===== src/rtl/updown_counter_param_pkg.sv =====
// Shared constants and helpers for the parametrised up/down counter and its prescaler.
package updown_counter_param_pkg;

    localparam int   MODE_WRAP = 0;
    localparam int   MODE_SAT  = 1;
    localparam logic DIR_DOWN  = 1'b0;
    localparam logic DIR_UP    = 1'b1;

    // A single-cycle prescaler still gets a 1-bit register so the port list stays uniform.
    function automatic int presc_width(input int prescale);
        if (prescale <= 1) begin
            return 1;
        end else begin
            return $clog2(prescale);
        end
    endfunction

endpackage


===== src/rtl/updown_counter_param_prescaler.sv =====
// Step prescaler: issues one tick every PRESCALE enabled cycles; restart realigns the period.
module counter_prescaler
    import updown_counter_param_pkg::*;
#(
    parameter int PRESCALE = 1
) (
    input  logic clk,
    input  logic rst,
    input  logic en,
    input  logic restart,
    output logic tick
);

    localparam int             PW   = presc_width(PRESCALE);
    localparam logic [PW-1:0]  LAST = PW'(PRESCALE - 1);

    logic [PW-1:0] cnt_r;
    logic          hit_s;

    assign hit_s = (cnt_r == LAST);
    // A restart cycle is a load cycle in the parent, so it never produces a step.
    assign tick  = en & ~restart & hit_s;

    // Prescaler phase counter: advances on enabled cycles, wraps on a step, holds when idle.
    always_ff @(posedge clk) begin
        if (rst) begin
            cnt_r <= {PW{1'b0}};
        end else if (restart) begin
            cnt_r <= {PW{1'b0}};
        end else if (en) begin
            if (hit_s) begin
                cnt_r <= {PW{1'b0}};
            end else begin
                cnt_r <= cnt_r + PW'(1'b1);
            end
        end else begin
            cnt_r <= cnt_r;
        end
    end

endmodule


===== src/rtl/updown_counter_param.sv =====
// Parametrised up/down counter with load, wrap/saturate boundary, prescaled stepping,
// terminal-count pulse and sticky overflow/underflow flags.
module updown_counter_param
    import updown_counter_param_pkg::*;
#(
    parameter int WIDTH    = 4,
    parameter int MODULUS  = 16,
    parameter int SATURATE = 0,
    parameter int PRESCALE = 1
) (
    input  logic             clk,
    input  logic             rst,
    input  logic             en,
    input  logic             up,
    input  logic             load,
    input  logic [WIDTH-1:0] load_val,
    input  logic             clr_flags,
    output logic [WIDTH-1:0] q,
    output logic             tc,
    output logic             zero,
    output logic             ovf,
    output logic             unf
);

    // Computed in 32-bit int before narrowing, so MODULUS == 2**WIDTH yields all ones.
    localparam logic [WIDTH-1:0] MAX_VAL = WIDTH'(MODULUS - 1);

    logic [WIDTH-1:0] q_r;
    logic [WIDTH-1:0] q_nxt_s;
    logic             tc_r;
    logic             tc_nxt_s;
    logic             ovf_r;
    logic             unf_r;
    logic             ovf_set_s;
    logic             unf_set_s;
    logic             tick_s;

    counter_prescaler #(
        .PRESCALE (PRESCALE)
    ) u_prescaler (
        .clk     (clk),
        .rst     (rst),
        .en      (en),
        .restart (load),
        .tick    (tick_s)
    );

    // Next-count and boundary detection: load beats a step; boundaries never rely on overflow.
    always_comb begin
        q_nxt_s   = q_r;
        tc_nxt_s  = 1'b0;
        ovf_set_s = 1'b0;
        unf_set_s = 1'b0;
        if (load) begin
            if (load_val > MAX_VAL) begin
                q_nxt_s = MAX_VAL;
            end else begin
                q_nxt_s = load_val;
            end
        end else if (tick_s) begin
            if (up == DIR_UP) begin
                if (q_r == MAX_VAL) begin
                    tc_nxt_s  = 1'b1;
                    ovf_set_s = 1'b1;
                    if (SATURATE == MODE_SAT) begin
                        q_nxt_s = q_r;
                    end else begin
                        q_nxt_s = {WIDTH{1'b0}};
                    end
                end else begin
                    q_nxt_s = q_r + WIDTH'(1'b1);
                end
            end else begin
                if (q_r == {WIDTH{1'b0}}) begin
                    tc_nxt_s  = 1'b1;
                    unf_set_s = 1'b1;
                    if (SATURATE == MODE_SAT) begin
                        q_nxt_s = q_r;
                    end else begin
                        q_nxt_s = MAX_VAL;
                    end
                end else begin
                    q_nxt_s = q_r - WIDTH'(1'b1);
                end
            end
        end else begin
            q_nxt_s = q_r;
        end
    end

    // State registers; a flag set in the same cycle as clr_flags survives the clear.
    always_ff @(posedge clk) begin
        if (rst) begin
            q_r   <= {WIDTH{1'b0}};
            tc_r  <= 1'b0;
            ovf_r <= 1'b0;
            unf_r <= 1'b0;
        end else begin
            q_r   <= q_nxt_s;
            tc_r  <= tc_nxt_s;
            ovf_r <= ovf_set_s | (ovf_r & ~clr_flags);
            unf_r <= unf_set_s | (unf_r & ~clr_flags);
        end
    end

    assign q    = q_r;
    assign tc   = tc_r;
    assign ovf  = ovf_r;
    assign unf  = unf_r;
    assign zero = (q_r == {WIDTH{1'b0}});

endmodule


===== config.mk =====
export PLATFORM = sky130hd
export DESIGN_NAME = updown_counter_param
export DESIGN_NICKNAME = d
export VERILOG_FILES = /design/src/rtl/updown_counter_param_pkg.sv /design/src/rtl/updown_counter_param_prescaler.sv /design/src/rtl/updown_counter_param.sv
export SDC_FILE = /design/constraint.sdc
export NUM_CORES = 1
export LEC_CHECK = 0
export ABC_AREA = 1
export CORE_AREA = 5 5 42 44
export CTS_CLUSTER_DIAMETER = 40
export DETAILED_ROUTE_END_ITERATION = 7
export DIE_AREA = 0 0 47 49
export GPL_TIMING_DRIVEN = 0
export PLACE_DENSITY = 0.72
export SYNTH_ARGS = -nofsm -noshare
export SYNTH_HDL_FRONTEND = slang
export SYNTH_SLANG_ARGS = --single-unit

===== constraint.sdc =====
create_clock -name clk -period 1.6 [get_ports clk]
set_clock_uncertainty 0.2 [all_clocks]
set_input_delay 0.32 -clock clk [delete_from_list [all_inputs] [get_ports clk]]
set_output_delay 0.32 -clock clk [all_outputs]
set_load 0.03 [all_outputs]

; Word-level counts from Yosys, hierarchy flattened
; Index checks and enable logic that the tools add are counted.
[op_classes]
n_addsub = 3
multipliers = 0
div = 0
n_lt_le_gt_ge = 1
eq_ne = 1
shift = 0
mux = 16
bitwise = 10
reduce_logical = 4
[ops]
columns = op, n
row1 = two-way mux 4 bit, 6
row2 = two-way mux 1 bit, 10
row3 = "adder 4 x 1 -> 4 bit, second input constant", 1
row4 = bitwise AND 1 bit, 4
row5 = "== test 4 bit, second input constant", 1
row6 = "greater-than comparator 4 bit, second input constant", 1
row7 = zero test 4 bit, 1
row8 = NOT 1 bit, 4
row9 = "subtractor 4 x 1 -> 4 bit, second input constant", 1
row10 = OR reduction 3 bit, 1
row11 = bitwise OR 1 bit, 2
row12 = nonzero test 2 bit, 1
row13 = OR reduction 2 bit, 1
row14 = "adder 1 bit, second input constant", 1
[word_totals]
register_bits = 8
latch_bits = 0
ramBits = 0
mem_bits_ro = 0
in_bits = 10
out_inout_bits = 8
wordCells = 40
mem_count = 0

; Logic depth before layout (Yosys ltp)
[depth]
depth_word = 6
mapped_depth = 8
ltp_nobuf = 8

; By module
; Synthesis repeated with hierarchy kept, for this count alone.
[unflattened]
cells_unflattened = 64
hier_area_um2 = 445.4
[by_module_without_submodules]
columns = mod, n_inst, cells_per_inst, area_each_um2, seq_area_each_um2
row1 = updown_counter_param, 1, 62, 435.4, 140.1
row2 = counter_prescaler, 1, 2, 10.0, 0.0

; Least setup slack after synthesis
; OpenSTA, ideal clock, no wires.
[synth_path]
path_type = reg-to-reg
startpoint = register q_r[0] (netlist: q[0])
endpoint = register q_r[0] (netlist: q[0])
arrival_ns = 1.425
slack_ns = -0.095
path_stages_with_launch = 9
period_less_slack_ns = 1.695
cell_sequence = dfxtp_1 -> inv_1 -> ha_1 -> inv_1 -> nor3_4 -> nand2_1 -> nand2_1 -> nand3_1 -> a21oi_1
[synth_via]
elab_chain_len = 5
word_cells_on_any_way = 9
classes_between = add/sub: 2 / eq/ne: 1 / mux: 5 / reduce/logical: 1
[synth_rtl]
columns = item, line
row1 = start: declaration, updown_counter_param.sv:28  ; logic [WIDTH-1:0] q_r;
row2 = start signal: assignment, updown_counter_param.sv:94  ; q_r <= {WIDTH{1'b0}};
row3 = start signal: assignment, updown_counter_param.sv:99  ; q_r <= q_nxt_s;
row4 = zero test 4 bit, -
row5 = named net zero, updown_counter_param.sv:20  ; output logic zero,
row6 = two-way mux 4 bit, updown_counter_param.sv:74  ; if (q_r == {WIDTH{1'b0}}) begin
row7 = two-way mux 4 bit, updown_counter_param.sv:61  ; if (up == DIR_UP) begin
row8 = two-way mux 4 bit, updown_counter_param.sv:60  ; end else if (tick_s) begin
row9 = two-way mux 4 bit, updown_counter_param.sv:54  ; if (load) begin
; The timed path passes the listed nets, and every way through them passes these cells. The select of a mux whose other input is x is not followed.
; A chain may end at the register's enable or synchronous reset.

; Worst setup path after layout
[layout_path]
startpoint = register q_r[1] (netlist: q[1])
endpoint = output zero
[layout_via]
elab_chain_len = 1
[layout_rtl]
columns = item, line
row1 = zero test 4 bit, updown_counter_param.sv:110  ; assign zero = (q_r == {WIDTH{1'b0}});
row2 = end: declaration, updown_counter_param.sv:20
; No other way between the ends.

==> reports/metrics.cfg <==
[status]
status=finished with violations
failed_checks=negative setup slack

[sta]
hold_violations=0
period_share_pct=106
setup_viol=1
relSlewSlack_pct=80.0
tightest_slew_ns=0.302
rsz0062_at_grt=yes
setup_slack_ns=-0.0949
period_minus_slack_ns=1.69
holdWs_ns=0.262
clock.fmax_mhz=590
final_max_slew_viol_count=0

[die]
fp-row-count=14
fp.dieH_um=49
core_area_um2=1400
ioPinCount=18
dieArea_um2=2300
initial_core_util_pct=32.2
die_w_um=47

[critical_path]
cpLargestDelayFamily=flip-flops
critPathKind=flip-flop to output port
start_kind=flip-flop
crit_path_cell_trace=inv_2, ha_4, inv_2, nor3_4, buf_6
crit_required_ns=1.08
cpPeakStageDelay_ns=0.37
slowest_stage=dfxtp_4
crit_arrival_ns=1.17
path_common_cell=inv_2
critPathBufInv=3
critPathCaptureType=output port
cp_max_fo=7

[drt]
drt_drc_violations_left=0
wl_um=1100
wl_per_cell_um=10.9
vias_per_cell=4.86
drtAntennaViolNets=0
first_pass_iters=4
drt_iter0_markers=15
route.vias.total=491

[grt]
grt_use_total_pct=10.5
grt_pass1_vias=417
grt_start_max_net_pins=10
grt_pass1_wl_um=1770
grt_overflow_total=0
antenna_found_initial=0

[yosys]
synth_top_area_cell=dfxtp_1
synthTopCellsByCount=nand2_1 (16), inv_1 (10), a21oi_1 (7), dfxtp_1 (7), nand3_1 (7)
syn_avg_cell_area_um2=7.06
ys_warn_count=0
synth_top_area_share_pct=31.0
synth_cells=64
synth_ff_type=dfxtp_1
synth_edf_count=0
async_flop_share_pct=0
netlist_area_um2=452
synth_seq_cells=7
synth.most_common_cell=nand2_1
synth_cell_types=16
synth_nets=76
yosysSeqAreaShare_pct=31.0
synth_area_leaders=dfxtp_1 (31%), nand2_1 (13%), inv_1 (8.3%)

[finish]
areaGrowthSynthToFinish_pct=51.5
fin_nets=98
antennaDiodeCount=0
drive_above_1_share_pct=17.6

[pwr]
ir_drop_v=0.000514
clock_power_share_pct=30.7
cellLeakagePower_nw=0.316
intPower_mw=0.356
netSwitchingPower_mw=0.168
p_sw_share_pct=32.0
powerDensity_nw_per_um2=765
p_comb_share_pct=32.0
power_frac_seq_pct=37.3

[clock_network]
postCtsHoldBufs=0
cts_tree=yes
postCtsSetupRepairBufs=0
clk_latency_ns=0.25
cts_root_buffer=clkbuf_4
clockBufferDepth=2
clk_pin_slew_worst_paths_ns=0.06
cts.htree.levels=1
cts_num_sinks=7
numCtsBuffers=3

[placed_design]
pre_cts_slack_ns=-0.442
place_congestion=0.770
hpwl_um=876
port_buffers=17

[job]
maxCapViolCount=0

[worst_hold_path]
hp-class=flip-flop to flip-flop

==> metrics by stage <==
step	util, %	TNS, ns	instances	total power, mW	area [µm²]
2_1_floorplan	-	0	64	0.303	472
3_3_place_gp	47.2	-0.745	97	0.368	662
3_5_place_dp	47.2	-1.06	97	0.370	662
4_1_cts	48.8	-0.102	101	0.526	683
5_1_grt	48.8	-0.170	101	0.559	684
6_report	48.8	-0.0949	101	0.523	684
==> placed cells by master (no fill, tap or decap) <==
master and count:
a21oi_1 7, a22oi_1 3, a31oi_1 1, nor2_1 1
clkdlybuf4s50_1 9, nor3_4 1, dfxtp_1 5, o21ai_1 1
nand2_1 16, xor2_1 1, inv_2 2, clkbuf_1 1
ha_4 1, clkbuf_4 3, inv_4 1, dfxtp_4 2
clkdlybuf4s15_1 1, buf_6 3, dlygate4sd2_1 6, ha_1 1
nor2_2 2, nand3_1 7, inv_1 7, xnor2_1 1
nand4_1 2
==> worst paths after layout <==
check | start | end | slack (ns) | cells after the start
setup / recovery | q[1] | zero | -0.09 | 5
hold / removal | ovf | ovf | 0.26 | 2
setup reg to reg | q[1] | q[2] | 0.22 | 7
hold reg to reg | ovf | ovf | 0.26 | 2
==> power by group through the flow <==
stage | sequential, mW | clock [mW] | combinational (mW)
detailed placement | 0.198 | 0 | 0.172
finish | 0.195 | 0.161 | 0.168
floorplan | 0.214 | 0 | 0.0891
CTS | 0.195 | 0.162 | 0.168
global route | 0.197 | 0.180 | 0.182
global placement | 0.197 | 0 | 0.170
==> kinds of logic (layout without fill, tap and decap cells) <==
group | after synthesis | count (layout) | synth area share, %
and+or+nand+nor | 29 | 29 | 31.0
buffers and inverters | 12 | 33 | 13.3
AOI/OAI and AO/OA | 12 | 12 | 15.2
adders and majority gates | 2 | 2 | 5.54
xor gates and xnor gates | 2 | 2 | 3.88
DFF | 7 | 7 | 31.0
==> routing by layer <==
metal  up-vias  global-route usage [%]  routed length, µm
met4         0                    2.76                  4
met5         -                       0                  0
li1        257                       -                  -
met2        20                    15.6                517
met1       212                    13.7                493
met3         2                    4.43                 84
==> flip-flops by register name (all words and copies together), names as in the netlist <==
signal / cells
ovf: 1
q: 4
unf: 1
tc: 1
==> layout make-up <==
class	instances	area (µm²)
inverter	10	40.0
buffer	2	22.5
sequential	7	148
tap	16	20.0
clock buffer	4	26.3
multi-input combinational	45	264
fill	158	717
timing repair buffer	17	164
==> worst min-delay path: cells and delay by family, from the launching register on <==
family	cells	cell delay, ns
AOI/OAI and AO/OA	1	0.06
DFF	1	0.30
and+or+nand+nor	1	0.05
==> timing repair <==
item | 4_1_cts | 5_1_grt
endpoints found under the setup margin | 8 | 3
endpoints found under the hold margin | 0 | 0
gates resized for setup | 16 | 1
pin swaps | 2 | 0
No activity file was read; power rests on OpenSTA's default activity.
